**config.mk**
```make
export PLATFORM = sky130hd
export DESIGN_NAME = mult_shiftadd
export DESIGN_NICKNAME = d
export VERILOG_FILES = /design/src/rtl/mult_shiftadd.sv
export SDC_FILE = /design/constraint.sdc
export NUM_CORES = 1
export LEC_CHECK = 0
export ABC_AREA = 1
export BUFFER_PORTS_ARGS = -buffer_cell sky130_fd_sc_hd__buf_2
export CAP_MARGIN = 25
export CELL_PAD_IN_SITES_DETAIL_PLACEMENT = 0
export CELL_PAD_IN_SITES_GLOBAL_PLACEMENT = 1
export CORE_ASPECT_RATIO = 1.75
export CORE_MARGIN = 4
export CORE_UTILIZATION = 33
export CTS_CLUSTER_DIAMETER = 120
export DETAILED_ROUTE_END_ITERATION = 7
export GPL_ROUTABILITY_DRIVEN = 1
export PLACE_DENSITY = 0.73
export SYNTH_ARGS = -nofsm -noshare
export SYNTH_HDL_FRONTEND = slang
export SYNTH_SLANG_ARGS = --single-unit
export TNS_END_PERCENT = 5
```
**constraint.sdc**
```tcl
create_clock -name clk -period 4.2 [get_ports clk]
set_input_delay 1.05 -clock clk [delete_from_list [all_inputs] [get_ports clk]]
set_output_delay 1.05 -clock clk [all_outputs]
set_load 0.02 [all_outputs]
```
**src/rtl/mult_shiftadd.sv**
```systemverilog
// Sequential unsigned shift-and-add multiplier built around an N-bit ripple adder.
// One partial-product step per clock; 2N-bit product after N steps, start/busy/done handshake.

module addern #(
    parameter int N = 8
) (
    input  logic [N-1:0] x_i,
    input  logic [N-1:0] y_i,
    input  logic         cin_i,
    output logic [N-1:0] s_o,
    output logic         cout_o
);
    logic [N:0] c;

    assign c[0] = cin_i;

    for (genvar i = 0; i < N; i++) begin : g_fa
        assign s_o[i]  = x_i[i] ^ y_i[i] ^ c[i];
        assign c[i+1]  = (x_i[i] & y_i[i]) | (c[i] & (x_i[i] ^ y_i[i]));
    end

    assign cout_o = c[N];
endmodule

module mult_shiftadd #(
    parameter int N  = 8,
    parameter int CW = 4
) (
    input  logic           clk,
    input  logic           rst,
    input  logic           start,
    input  logic [N-1:0]   a,
    input  logic [N-1:0]   b,
    output logic           busy,
    output logic           done,
    output logic [2*N-1:0] q
);
    typedef enum logic [1:0] {
        S_IDLE = 2'd0,
        S_RUN  = 2'd1,
        S_DONE = 2'd2
    } state_t;

    state_t         state_q;
    logic [N-1:0]   mcand_q;
    logic [N-1:0]   acc_hi_q;
    logic [N-1:0]   acc_lo_q;
    logic [CW-1:0]  cnt_q;
    logic           busy_q;
    logic           done_q;
    logic [2*N-1:0] prod_q;

    logic [N-1:0]   addend_d;
    logic [N-1:0]   sum_d;
    logic           carry_d;
    logic [2*N-1:0] shifted_d;

    assign addend_d = acc_lo_q[0] ? mcand_q : '0;

    addern #(.N(N)) u_add (
        .x_i    (acc_hi_q),
        .y_i    (addend_d),
        .cin_i  (1'b0),
        .s_o    (sum_d),
        .cout_o (carry_d)
    );

    // The carry-out becomes the new MSB, so no product bit is ever lost.
    assign shifted_d = {carry_d, sum_d, acc_lo_q[N-1:1]};

    always_ff @(posedge clk) begin
        if (rst) begin
            state_q  <= S_IDLE;
            mcand_q  <= '0;
            acc_hi_q <= '0;
            acc_lo_q <= '0;
            cnt_q    <= '0;
            busy_q   <= 1'b0;
            done_q   <= 1'b0;
            prod_q   <= '0;
        end else begin
            case (state_q)
                S_RUN: begin
                    acc_hi_q <= shifted_d[2*N-1:N];
                    acc_lo_q <= shifted_d[N-1:0];
                    cnt_q    <= cnt_q + 1'b1;
                    if (cnt_q == CW'(N - 1)) begin
                        prod_q  <= shifted_d;
                        state_q <= S_DONE;
                        busy_q  <= 1'b0;
                        done_q  <= 1'b1;
                    end
                end
                default: begin
                    // IDLE and DONE both accept a new request; DONE lasts one cycle.
                    done_q <= 1'b0;
                    if (start) begin
                        mcand_q  <= a;
                        acc_hi_q <= '0;
                        acc_lo_q <= b;
                        cnt_q    <= '0;
                        state_q  <= S_RUN;
                        busy_q   <= 1'b1;
                    end else begin
                        state_q <= S_IDLE;
                    end
                end
            endcase
        end
    end

    assign busy = busy_q;
    assign done = done_q;
    assign q    = prod_q;
endmodule
```
# Word level (Yosys, flattened, before mapping)
# Cells that the tools add are included.
dict set report word_totals {
  output_inout_bits 18
  reg_bits 48
  latchBits 0
  romBits 0
  in_bits 19
  mem_count 0
  ramBits 0
}
dict set report op_classes {
  multipliers 0
  order_cmp 0
  mux 13
  div_mod_pow 0
  reduce_logical 5
  shift 0
  bitwise_logic 38
  n_eq_ne 3
  add_sub_neg 1
}
# operator n
set ops {}
lappend ops {{$mux W8} 5}
lappend ops {{$and A1 B1 Y1} 15}
lappend ops {{$xor A1 B1 Y1} 15}
lappend ops {{$mux W4} 2}
lappend ops {{$or A1 B1 Y1} 7}
lappend ops {{$reduce_and A2 Y1} 3}
lappend ops {{$add A4 B1 Y4 const B} 1}
lappend ops {{$eq A4 B3 Y1 const B} 1}
lappend ops {{$mux W1} 4}
lappend ops {{$mux W2} 2}
lappend ops {{$eq A2 B1 Y1 const B} 1}
lappend ops {{$ne A2 B2 Y1 const B} 1}
lappend ops {{$reduce_bool A2 Y1} 1}
lappend ops {{$reduce_or A2 Y1} 1}
lappend ops {{$not A1 Y1} 1}

# Depth between registers and ports, before layout
# Gate-level depths: netlist (run 1).
dict set report depth {
  ltp_word 17
  depth_mapped 19
}

# Hierarchy
# Synthesis (run 1) repeated with hierarchy kept, for this count alone.
dict set report hier_totals {
  hier_cells 267
  hier_area_um2 2088.3
}
# mod area_each_um2 cells_each n_inst seq_area_each_um2
set modules_own_cells {}
lappend modules_own_cells {mult_shiftadd 1890.6 249 1 960.9}
lappend modules_own_cells {addern 197.7 18 1 0.0}

# Worst setup path before layout (run 1)
# Ideal clock, no wire load.
dict set report synth_timing {
  kind {reg2reg}
  from {reg acc_lo_q[0]}
  to {reg prod_q[14], in the netlist q[14]}
  path_stages_with_launch 20
  arrival_time_ns 3.170
  path_slack_ns 0.910
  t_required_ns 4.080
  period_less_slack_ns 3.290
  n_path_buf 1
  setup_time_ns 0.120
  path_cell_list {dfxtp_1 -> clkbuf_1 -> nand2_1 -> inv_1 -> ha_1 -> inv_1 -> fa_1 -> fa_1 -> inv_1 -> fa_1 -> inv_1 -> fa_1 -> inv_1 -> fa_1 -> fa_1 -> inv_1 -> fa_1 -> inv_1 -> nand2_2 -> o21ai_2}
}
dict set report synth_between {
  elab_chain_len 15
  elab_cells_between_ends 28
  cone_classes {mux (1); bitwise (27)}
}
# item line
set synth_lines {}
lappend synth_lines {{from (decl)} 47} ;# logic [N-1:0] acc_lo_q;
lappend synth_lines {{from (signal assigned)} 85} ;# acc_lo_q <= shifted_d[N-1:0];
lappend synth_lines {{$mux W8 *} 58} ;# assign addend_d = acc_lo_q[0] ? mcand_q : '0;
lappend synth_lines {{$and A1 B1 Y1 / $xor A1 B1 Y1 (equally long branches)} 19} ;# assign c[i+1] = (x_i[i] & y_i[i]) | (c[i] & (x_i[i] ^ y_i[i]));
lappend synth_lines {{$and A1 B1 Y1} 19}
lappend synth_lines {{$or A1 B1 Y1} 19}
lappend synth_lines {{$and A1 B1 Y1} 19}
lappend synth_lines {{$or A1 B1 Y1} 19}
lappend synth_lines {{$and A1 B1 Y1} 19}
lappend synth_lines {{$or A1 B1 Y1} 19}
lappend synth_lines {{$and A1 B1 Y1} 19}
lappend synth_lines {{$or A1 B1 Y1} 19}
lappend synth_lines {{$and A1 B1 Y1} 19}
lappend synth_lines {{$or A1 B1 Y1} 19}
lappend synth_lines {{$and A1 B1 Y1} 19}
lappend synth_lines {{$or A1 B1 Y1} 19}
lappend synth_lines {{$xor A1 B1 Y1 *} 18} ;# assign s_o[i] = x_i[i] ^ y_i[i] ^ c[i];
lappend synth_lines {{to (signal assigned)} 88} ;# prod_q <= shifted_d;
lappend synth_lines {{to (decl)} 51} ;# logic [2*N-1:0] prod_q;
# Every way passes the cells marked *; elsewhere a longest branch is shown, timed or not.
# A chain may end at the register's enable or synchronous reset.

# Final worst setup path (run 1)
# Ends and elaborated chain as after synthesis.

==> results.json, run 1 <==
{
  "status": "finished, final reports clean",
  "vias_per_cell": 4.60,
  "initial_core_util_pct": 33.6,
  "cts_tree": "yes",
  "finalCriticalPeriod_ns": 3.35,
  "firstDrtPassIters": 4,
  "hold_violations": 0,
  "fmax_mhz": 299,
  "root_buffer": "clkbuf_16",
  "regToRegSetupSlack_ns": 0.85,
  "finalNetCount": 326,
  "rsz0062_at_grt": "false",
  "cp-end-kind": "flop",
  "clock-sinks": 48,
  "switching_power_uw": 217,
  "ir_drop_mv": 0.301,
  "yosysSeqAreaShare_pct": 44.0,
  "setup_slack_ns": 0.853,
  "drc": 0,
  "combPwrFrac_pct": 6.9,
  "dieHeight_um": 116,
  "worst-path-max-fanout": 9,
  "gp_congestion": 0.728,
  "dp_hpwl_mm": 3.47,
  "hold_buffers": 0,
  "p_int_uw": 766,
  "cts_htree_levels": 2,
  "gr-total-overflow": 0,
  "slew_headroom_pct": 43.9,
  "min_path_type": "reg2reg",
  "dp_slack_ns": 0.842,
  "rows": 39,
  "drt-initial-drc-count": 93,
  "areaGrowthSynthToFinish_pct": 16.6,
  "io_pins": 37,
  "fin_crit_sh_pct": 79.7,
  "syn_nets": 294,
  "start_kind": "flop",
  "drt_wl_total_mm": 4.74,
  "syn_inst": 266,
  "clkPwrFrac_pct": 44.4,
  "arrival_ns": 3.52,
  "post-cts-setup-buffer-count": 0,
  "switching_share_pct": 22.1,
  "synth_fa_ha_area_share_pct": 7.57,
  "synth_xor_area_share_pct": 0,
  "crit_required_ns": 4.38,
  "synth.area.mux_share_pct": 0,
  "n_antenna_cell": 0,
  "clk_pin_slew_ns": 0.06,
  "cts_resized": 0,
  "grt_use_total_pct": 13.0,
  "synth-compound-area-share_pct": 6.65,
  "wl_per_cell_um": 12.5,
  "synth-seq-cells": 48,
  "grt_pass1_vias": 1797,
  "p_per_area_mw_per_mm2": 386,
  "drive_above_1_share_pct": 25.9,
  "p_leak_nw": 1.22,
  "drv_cap": 0,
  "setup_tns_ns": 0,
  "clk_path_buf_depth": 2,
  "coreArea_mm2": 0.00649,
  "cts_buffers": 5,
  "syn_area_mm2": 0.00218,
  "ant_nets": 0,
  "antenna_found_initial": 0,
  "ys.warnings.count": 0,
  "path_class": "reg2reg",
  "design_power_total_uw": 983,
  "die_x_um": 69.5,
  "fin_util_pct": 39.2,
  "setup_violations": 0,
  "port_buffers": 36,
  "clock_skew_ns": 0.00857,
  "grt_pass1_wl_mm": 8.30,
  "synth_area_per_cell_um2": 8.20,
  "grt_max_degree": 45,
  "final_cell_area_mm2": 0.00254,
  "yosys.area_share.simple_pct": 33.1,
  "maxSlewViolCount": 0,
  "p_seq_share_pct": 48.8,
  "synth_top_family_by_area": "simple AND/OR/NAND/NOR gates",
  "worstMarginPinSlew_ns": 0.840,
  "synth.distinct_cells": 24,
  "dieArea_mm2": 0.00803,
  "detailed_place.area_mm2": 0.00239,
  "vias": 1742,
  "worst_skew_pair.late_latency_ns": 0.29
}
## sequential cells by signal (all words and copies together) (netlist names)
| register | cells |
|---|---|
| mcand_q | 8 |
| q | 16 |
| acc_lo_q | 8 |
| busy | 1 |
| state_q | 2 |
| done | 1 |
| acc_hi_q | 8 |
| cnt_q | 4 |
## kinds of logic after synthesis
family / after synthesis
compound gates: 24
fa+ha+maj: 9
buf+inv: 41
flops: 48
simple gates: 144
## worst paths after layout
path | from | to | depth (start not counted)
max | acc_lo_q[0] | q[14] | 18
min | q[1] | q[1] | 2
max reg2reg | acc_lo_q[0] | q[14] | 18
min reg2reg | q[1] | q[1] | 2
## Yosys cell counts
master | instances | area share [%]
nand3_2 | 10 | 4.6
nand2_2 | 6 | 1.7
nor2_8 | 1 | 0.92
nand2_1 | 64 | 11
inv_2 | 4 | 0.69
inv_1 | 25 | 4.3
buf_4 | 1 | 0.34
a21oi_1 | 3 | 0.69
nand3_1 | 36 | 8.3
nor2_1 | 20 | 3.4
fa_1 | 7 | 6.4
o21ai_2 | 6 | 2.4
buf_2 | 6 | 1.4
o21ai_0 | 7 | 1.6
ha_1 | 2 | 1.1
nand2_4 | 3 | 1.5
clkinv_2 | 1 | 0.23
o21ai_1 | 7 | 1.6
nor2_4 | 2 | 1.0
buf_6 | 3 | 1.5
clkbuf_1 | 1 | 0.17
dfxtp_1 | 48 | 44
nor2_2 | 2 | 0.57
o21a_1 | 1 | 0.34
## critical path, cell delays in order, from the launching register on
cell     delay, ns
dfxtp_1       0.48
nand2_1       0.09
inv_1         0.06
ha_1          0.13
inv_1         0.04
fa_1          0.38
fa_1          0.36
inv_1         0.07
fa_1          0.15
inv_1         0.05
fa_1          0.35
inv_1         0.07
fa_1          0.18
fa_1          0.16
inv_1         0.05
fa_1          0.47
inv_1         0.04
nand2_2       0.07
o21ai_2       0.05
## stage by stage
step	instances	hold slack, ns
CTS	379	0.468
detailed placement	373	0.458
global placement	373	0.453
global route	379	0.486
floorplan	266	0.438
finish	379	0.463
## routing by layer
metal  vias to the layer above  share of wire [%]  global-route usage, %
met4                         0                2.0                   5.22
li1                        898                  -                      -
met3                         5                3.7                   3.47
met5                         -                  0                      0
met1                       810                 41                   14.1
met2                        29                 53                   23.9
## power groups by stage
stage	Clock (mW)	Sequential (mW)	Combinational [mW]
2_1_floorplan	0	0.487	0.0514
3_3_place_gp	0	0.489	0.0686
3_5_place_dp	0	0.490	0.0692
4_1_cts	0.449	0.479	0.0696
5_1_grt	0.464	0.481	0.0791
6_report	0.436	0.479	0.0676
## area by class of cell
| cell class | count | area, um^2 |
|---|---|---|
| inverters | 30 | 114 |
| repair buffers | 36 | 180 |
| clock inverters | 1 | 30.0 |
| fillers | 686 | 3950 |
| flip-flops and latches | 48 | 961 |
| clock buffers | 5 | 125 |
| well taps | 82 | 103 |
| multi-input cells | 177 | 1030 |
## layout by cell type (no fill, tap or decap)
cell type	n
inv_1	25
ha_1	2
o21a_1	1
nand2_4	3
fa_1	7
a21oi_1	3
nor2_1	20
nand2_1	64
nand3_1	36
buf_2	36
nand3_2	10
o21ai_1	7
o21ai_2	6
nor2_4	2
nand2_2	6
o21ai_0	7
bufinv_16	1
inv_2	4
clkinv_2	1
nor2_2	2
nor2_8	1
clkbuf_16	5
dfxtp_1	48
Power figures use the tool's default switching activity.
==> inputs of run 2 (changes only) <==
- ABC_AREA: 1 -> 0
- PLACE_DENSITY: 0.73 -> 0.74
- clock period: 4.2 -> 2.7 ns (I/O delays scaled with it)
==> results.json, run 2 <==
{
  "status": "finished, violations left",
  "violations": "setup timing",
  "firstDrtPassIters": 4,
  "dp_hpwl_mm": 3.36,
  "yosysMostFrequentCell": "dfxtp_1",
  "drive_above_1_share_pct": 22.2,
  "worstMarginPinSlew_ns": 0.909,
  "clk_path_buf_depth": 2,
  "crit_path_start": "acc_lo_q[0]",
  "multi_input_area_mm2": 0.00101,
  "coreArea_mm2": 0.00623,
  "async_flop_share_pct": 0,
  "grt_use_total_pct": 14.2,
  "dieHeight_um": 114,
  "layout_common_cells": "dfxtp_1 (46), buf_2 (36), a21oi_1 (35)",
  "hold_slack_ns": 0.475,
  "synth_top_cell_by_area": "dfxtp_1",
  "areaGrowthSynthToFinish_pct": 15.1,
  "gp_congestion": 0.808,
  "drv_cap": 0,
  "worst-path-max-fanout": 2,
  "worst_skew_pair.late_latency_ns": 0.30,
  "maxSlewViolCount": 0,
  "slowest_delay_ns": 0.43,
  "grt_pass1_vias": 1736,
  "wl_per_cell_um": 14.7,
  "crit_path_frequent_cell": "fa_2",
  "setup_tns_ns": -2.57,
  "ys.warnings.count": 0,
  "path_delay_family": "adder cells",
  "die_x_um": 68.7,
  "synthTopCellsByArea": "dfxtp_1 (45%), a21oi_1 (8.2%), nand3_1 (7.5%)",
  "drt-initial-drc-count": 136,
  "ir_drop_mv": 0.253,
  "holdPathStages": 2,
  "ant_nets": 0,
  "grt_max_degree": 53,
  "reg2reg_from": "acc_lo_q[0]",
  "crit_required_ns": 2.92,
  "antenna_found_initial": 0,
  "synth_area_per_cell_um2": 8.90,
  "clock_skew_ns": 0.00673,
  "start_kind": "flop",
  "cp-end-kind": "flop",
  "initial_core_util_pct": 34.2,
  "design_power_total_mw": 1.40,
  "timing.rr.end": "acc_hi_q[6]",
  "syn_inst": 239,
  "hold_violations": 0,
  "p_leak_nw": 0.934,
  "n_antenna_cell": 0,
  "drc": 0,
  "slew_headroom_pct": 39.4,
  "setup_violations": 8,
  "setup_slack_ns": -0.564,
  "root_buffer": "clkbuf_8",
  "finalCriticalPeriod_ns": 3.26,
  "clk_pin_slew_ns": 0.09,
  "min_path_type": "reg2reg",
  "fin_crit_sh_pct": 121,
  "path_class": "reg2reg",
  "regToRegSetupSlack_ns": -0.56,
  "port_buffers": 36,
  "syn_area_mm2": 0.00213,
  "drt_wl_total_mm": 5.09,
  "rsz0062_at_grt": "true",
  "synth-seq-cells": 48,
  "vias_per_cell": 5.01,
  "p_per_area_mw_per_mm2": 571,
  "grt_pass1_wl_mm": 8.45,
  "arrival_ns": 3.49,
  "final_common_cell": "dfxtp_1",
  "dieArea_mm2": 0.00785,
  "synth.distinct_cells": 27,
  "cts_htree_levels": 2,
  "cts_tree": "yes",
  "syn_nets": 267,
  "fin_util_pct": 39.3,
  "detailed_place.area_mm2": 0.00233,
  "yosysSeqAreaShare_pct": 45.1,
  "clock-sinks": 48,
  "fillers": 663,
  "vias": 1734,
  "min-delay-start": "acc_hi_q[1]",
  "final_cell_area_mm2": 0.00245,
  "reg2reg_depth": 16,
  "whs_endpoint": "acc_hi_q[1]",
  "synth-edff-count": 0,
  "crit_chain": "and2_1 > ha_1 > inv_2 > fa_2 > fa_2 > inv_1 > fa_1 > inv_1 > fa_1 > inv_1 > fa_2 > fa_2 > inv_2 > fa_1 > nand2b_1 > a21oi_1",
  "io_pins": 37,
  "slowest_stage": "fa_1",
  "synth_common_cells": "dfxtp_1 (48), a21oi_1 (35), nand3_1 (32)",
  "fmax_mhz": 306,
  "finalNetCount": 293,
  "cts_buffers": 5,
  "seqCellArea_um2": 963,
  "gr-total-overflow": 0,
  "synth_top_area_share_pct": 45.1,
  "critPathBufInv": 5,
  "rows": 38,
  "largest_register_ffs": 16,
  "synth_flop_cell": "dfxtp_1",
  "post-cts-setup-buffer-count": 0
}
run 2: changes by cell type after synthesis, moves of 13 or more:
cell,delta
nand2_1,-55
a21oi_1,+32
inv_1,-15
a211oi_1,+14
o21ai_0,+13
run 2: repair_timing:
action                                  4_1_cts  5_1_grt
endpoints found under the setup margin        8        8
hold buffers                                  0        0
pin swaps                                     0        1
gates resized for setup                       0        6
run 2: final cells by class:
type / count / area share, %
clock buffers: 5 / 2.81
clock inverters: 3 / 1.89
inverters: 10 / 1.53
well taps: 80 / 4.09
flip-flops and latches: 48 / 39.3
multi-input cells: 158 / 41.1
repair buffers: 42 / 9.20
run 2: report_power, final:
group	internal [mW]	switching, mW
combinational	0.0431	0.0751
sequential	0.730	0.0141
clock	0.279	0.257
total	1.05	0.346
run 2: worst reg2reg max path, stage by stage (launching register included):
cell and delay, ns:
dfxtp_2 0.33, and2_1 0.15, ha_1 0.18, inv_2 0.05, fa_2 0.19, fa_2 0.18
inv_1 0.05, fa_1 0.34, inv_1 0.07, fa_1 0.15, inv_1 0.05, fa_2 0.33
fa_2 0.34, inv_2 0.06, fa_1 0.43, nand2b_1 0.16, a21oi_1 0.13
run 2: cell families after synthesis:
| kind of cell | synth area share [%] |
|---|---|
| compound gates | 18.2 |
| fa+ha+maj | 7.76 |
| simple gates | 16.6 |
| xor+xnor | 0.412 |
| buf+inv | 8.11 |
| mux | 3.76 |
| flops | 45.1 |
run 2: metrics by stage:
step	instances	setup WS [ns]
after global routing	346	-0.691
final	346	-0.564
after CTS	346	-0.590
after floorplan	239	-0.529
after global placement	338	-0.469
after detailed placement	338	-0.552
run 2: how the worst max path moves through the flow:
| stage | end | slack (ns) | depth (start not counted) |
|---|---|---|---|
| global placement | acc_hi_q[6] | -0.47 | 16 |
| global route | acc_hi_q[6] | -0.69 | 16 |
| detailed placement | acc_hi_q[6] | -0.55 | 16 |
| CTS | acc_hi_q[6] | -0.59 | 16 |
| finish | acc_hi_q[6] | -0.56 | 16 |
| floorplan | acc_hi_q[6] | -0.53 | 17 |
run 2: per-layer routing:
metal / up-vias / GRT usage (%) / wire [um]
met2: 29 / 24.8 / 2760
met3: 5 / 2.16 / 158
met5: - / 0 / 0
met1: 821 / 16.8 / 2080
li1: 879 / - / -
met4: 0 / 5.86 / 88
==> inputs of run 3 (changes only) <==
- CORE_MARGIN: 4 -> 3
==> results.json, run 3 (synthesis gave the netlist of run 2 again) <==
{
  "slew_headroom_pct": 41.7,
  "violations": "setup timing",
  "wl_met3_um": 153,
  "hold_violations": 0,
  "rsz0062_at_grt": "true",
  "drt_wl_total_mm": 4.92,
  "crit_chain": "and2_1 > ha_1 > inv_1 > fa_2 > fa_2 > inv_1 > fa_1 > inv_1 > fa_1 > inv_1 > fa_2 > fa_2 > inv_2 > fa_2 > nand2b_4 > a21oi_2",
  "firstDrtPassIters": 5,
  "finalCriticalPeriod_ns": 3.26,
  "path_delay_family": "adder cells",
  "drc": 0,
  "fin_crit_sh_pct": 121,
  "path_class": "reg2reg",
  "rows": 38,
  "grt_max_degree": 49,
  "detailed_place.area_mm2": 0.00233,
  "top_layer": "met4",
  "final_cell_area_mm2": 0.00244,
  "n_antenna_cell": 0,
  "grt_use_total_pct": 14.1,
  "drv_cap": 0,
  "gp_congestion": 0.785,
  "dp_hpwl_mm": 3.36,
  "wl_met1_mm": 1.99,
  "post-cts-setup-buffer-count": 0,
  "reg2reg_from": "acc_lo_q[0]",
  "arrival_ns": 3.41,
  "ant_nets": 0,
  "io_pins": 37,
  "status": "finished, violations left",
  "hold_buffers": 0,
  "min_path_type": "reg2reg",
  "crit_path_frequent_cell": "fa_2",
  "cts_htree_levels": 2,
  "vias": 1746,
  "fillers": 669,
  "vias_per_cell": 5.05,
  "multi_input_area_mm2": 0.00102,
  "clock_skew_ns": 0.00420,
  "die_x_um": 66.7,
  "p_per_area_mw_per_mm2": 533,
  "clk_path_buf_depth": 2,
  "gr-total-overflow": 0,
  "largest_register_ffs": 16,
  "final_common_cell": "dfxtp_1",
  "dieHeight_um": 112,
  "finalNetCount": 293,
  "crit_path_start": "acc_lo_q[0]",
  "setup_slack_ns": -0.561,
  "antenna_found_initial": 0,
  "wl_per_cell_um": 14.2,
  "fmax_mhz": 307,
  "grt_pass1_vias": 1774,
  "ir_drop_mv": 0.186,
  "crit_required_ns": 2.85,
  "min-delay-start": "mcand_q[0]",
  "drive_above_1_share_pct": 22.9,
  "maxSlewViolCount": 0,
  "worstMarginPinSlew_ns": 0.875,
  "areaGrowthSynthToFinish_pct": 14.7,
  "p_leak_nw": 0.941,
  "drt-initial-drc-count": 113,
  "clock-sinks": 48,
  "layout_common_cells": "dfxtp_1 (47), buf_2 (36), a21oi_1 (34)",
  "cp-end-kind": "flop",
  "initial_core_util_pct": 34.2,
  "fin_util_pct": 39.2,
  "setup_violations": 8,
  "critPathBufInv": 5,
  "port_buffers": 36,
  "root_buffer": "clkbuf_8",
  "dp_slack_ns": -0.552,
  "worst-path-max-fanout": 2,
  "routed-wl-met2_mm": 2.69,
  "slowest_stage": "fa_2",
  "grt_pass1_wl_mm": 8.31,
  "seqCellArea_um2": 962,
  "slowest_delay_ns": 0.54,
  "start_kind": "flop",
  "clk_pin_slew_ns": 0.08,
  "cts_tree": "yes",
  "cts_buffers": 5,
  "worst_skew_pair.late_latency_ns": 0.30,
  "dieArea_mm2": 0.00749,
  "coreArea_mm2": 0.00623
}
[run 3: cell types whose count changed in the layout (fill, tap and decap cells not counted), sizes merged]
cell      previous run  this run
clkinvlp             1         0
clkbuf               5         6
inv                 11        10
clkinv               0         2
bufinv               1         0
[run 3: path summary, 6_finish.rpt]
path | to | slack [ns] | depth (start not counted)
setup / recovery | acc_hi_q[6] | -0.56 | 16
setup reg to reg | acc_hi_q[6] | -0.56 | 16
hold / removal | mcand_q[0] | 0.48 | 2
hold reg to reg | mcand_q[0] | 0.48 | 2
[run 3: tightest hold or removal path, delay by kind of cell, from the launching register on]
kind            cells  cell delay [ns]
compound gates      2             0.12
flops               1             0.31
[run 3: cell type report]
cell class / count / area share, %
clock buffer: 6 / 3.38
clock inverter: 2 / 0.410
inverter: 10 / 1.54
multi-input combinational: 158 / 41.9
sequential: 48 / 39.4
tap: 80 / 4.10
timing repair buffer: 42 / 9.23
[run 3: stage by stage]
stage | hold slack [ns] | setup TNS [ns] | cells | power, mW
after floorplan | 0.448 | -2.25 | 239 | 0.848
after global placement | 0.455 | -2.09 | 338 | 0.878
after detailed placement | 0.466 | -2.65 | 338 | 0.880
after CTS | 0.479 | -2.82 | 346 | 1.32
after global routing | 0.496 | -3.44 | 346 | 1.36
final | 0.475 | -2.42 | 346 | 1.30
[run 3: power breakdown]
group,switching [mW],internal (mW)
registers,0.0132,0.730
clock network,0.236,0.205
logic,0.0748,0.0437
[run 3: timing repair]
| action | CTS | global route |
|---|---|---|
| gates cloned | 0 | 0 |
| pin swaps | 0 | 1 |
| gates resized for setup | 0 | 7 |
| endpoints found under the setup margin | 8 | 8 |
[run 3: layer usage]
| metal | vias up | track usage (%) |
|---|---|---|
| met2 | 30 | 24.9 |
| li1 | 879 | - |
| met3 | 6 | 2.40 |
| met5 | - | 0 |
| met4 | 0 | 5.29 |
| met1 | 831 | 16.6 |
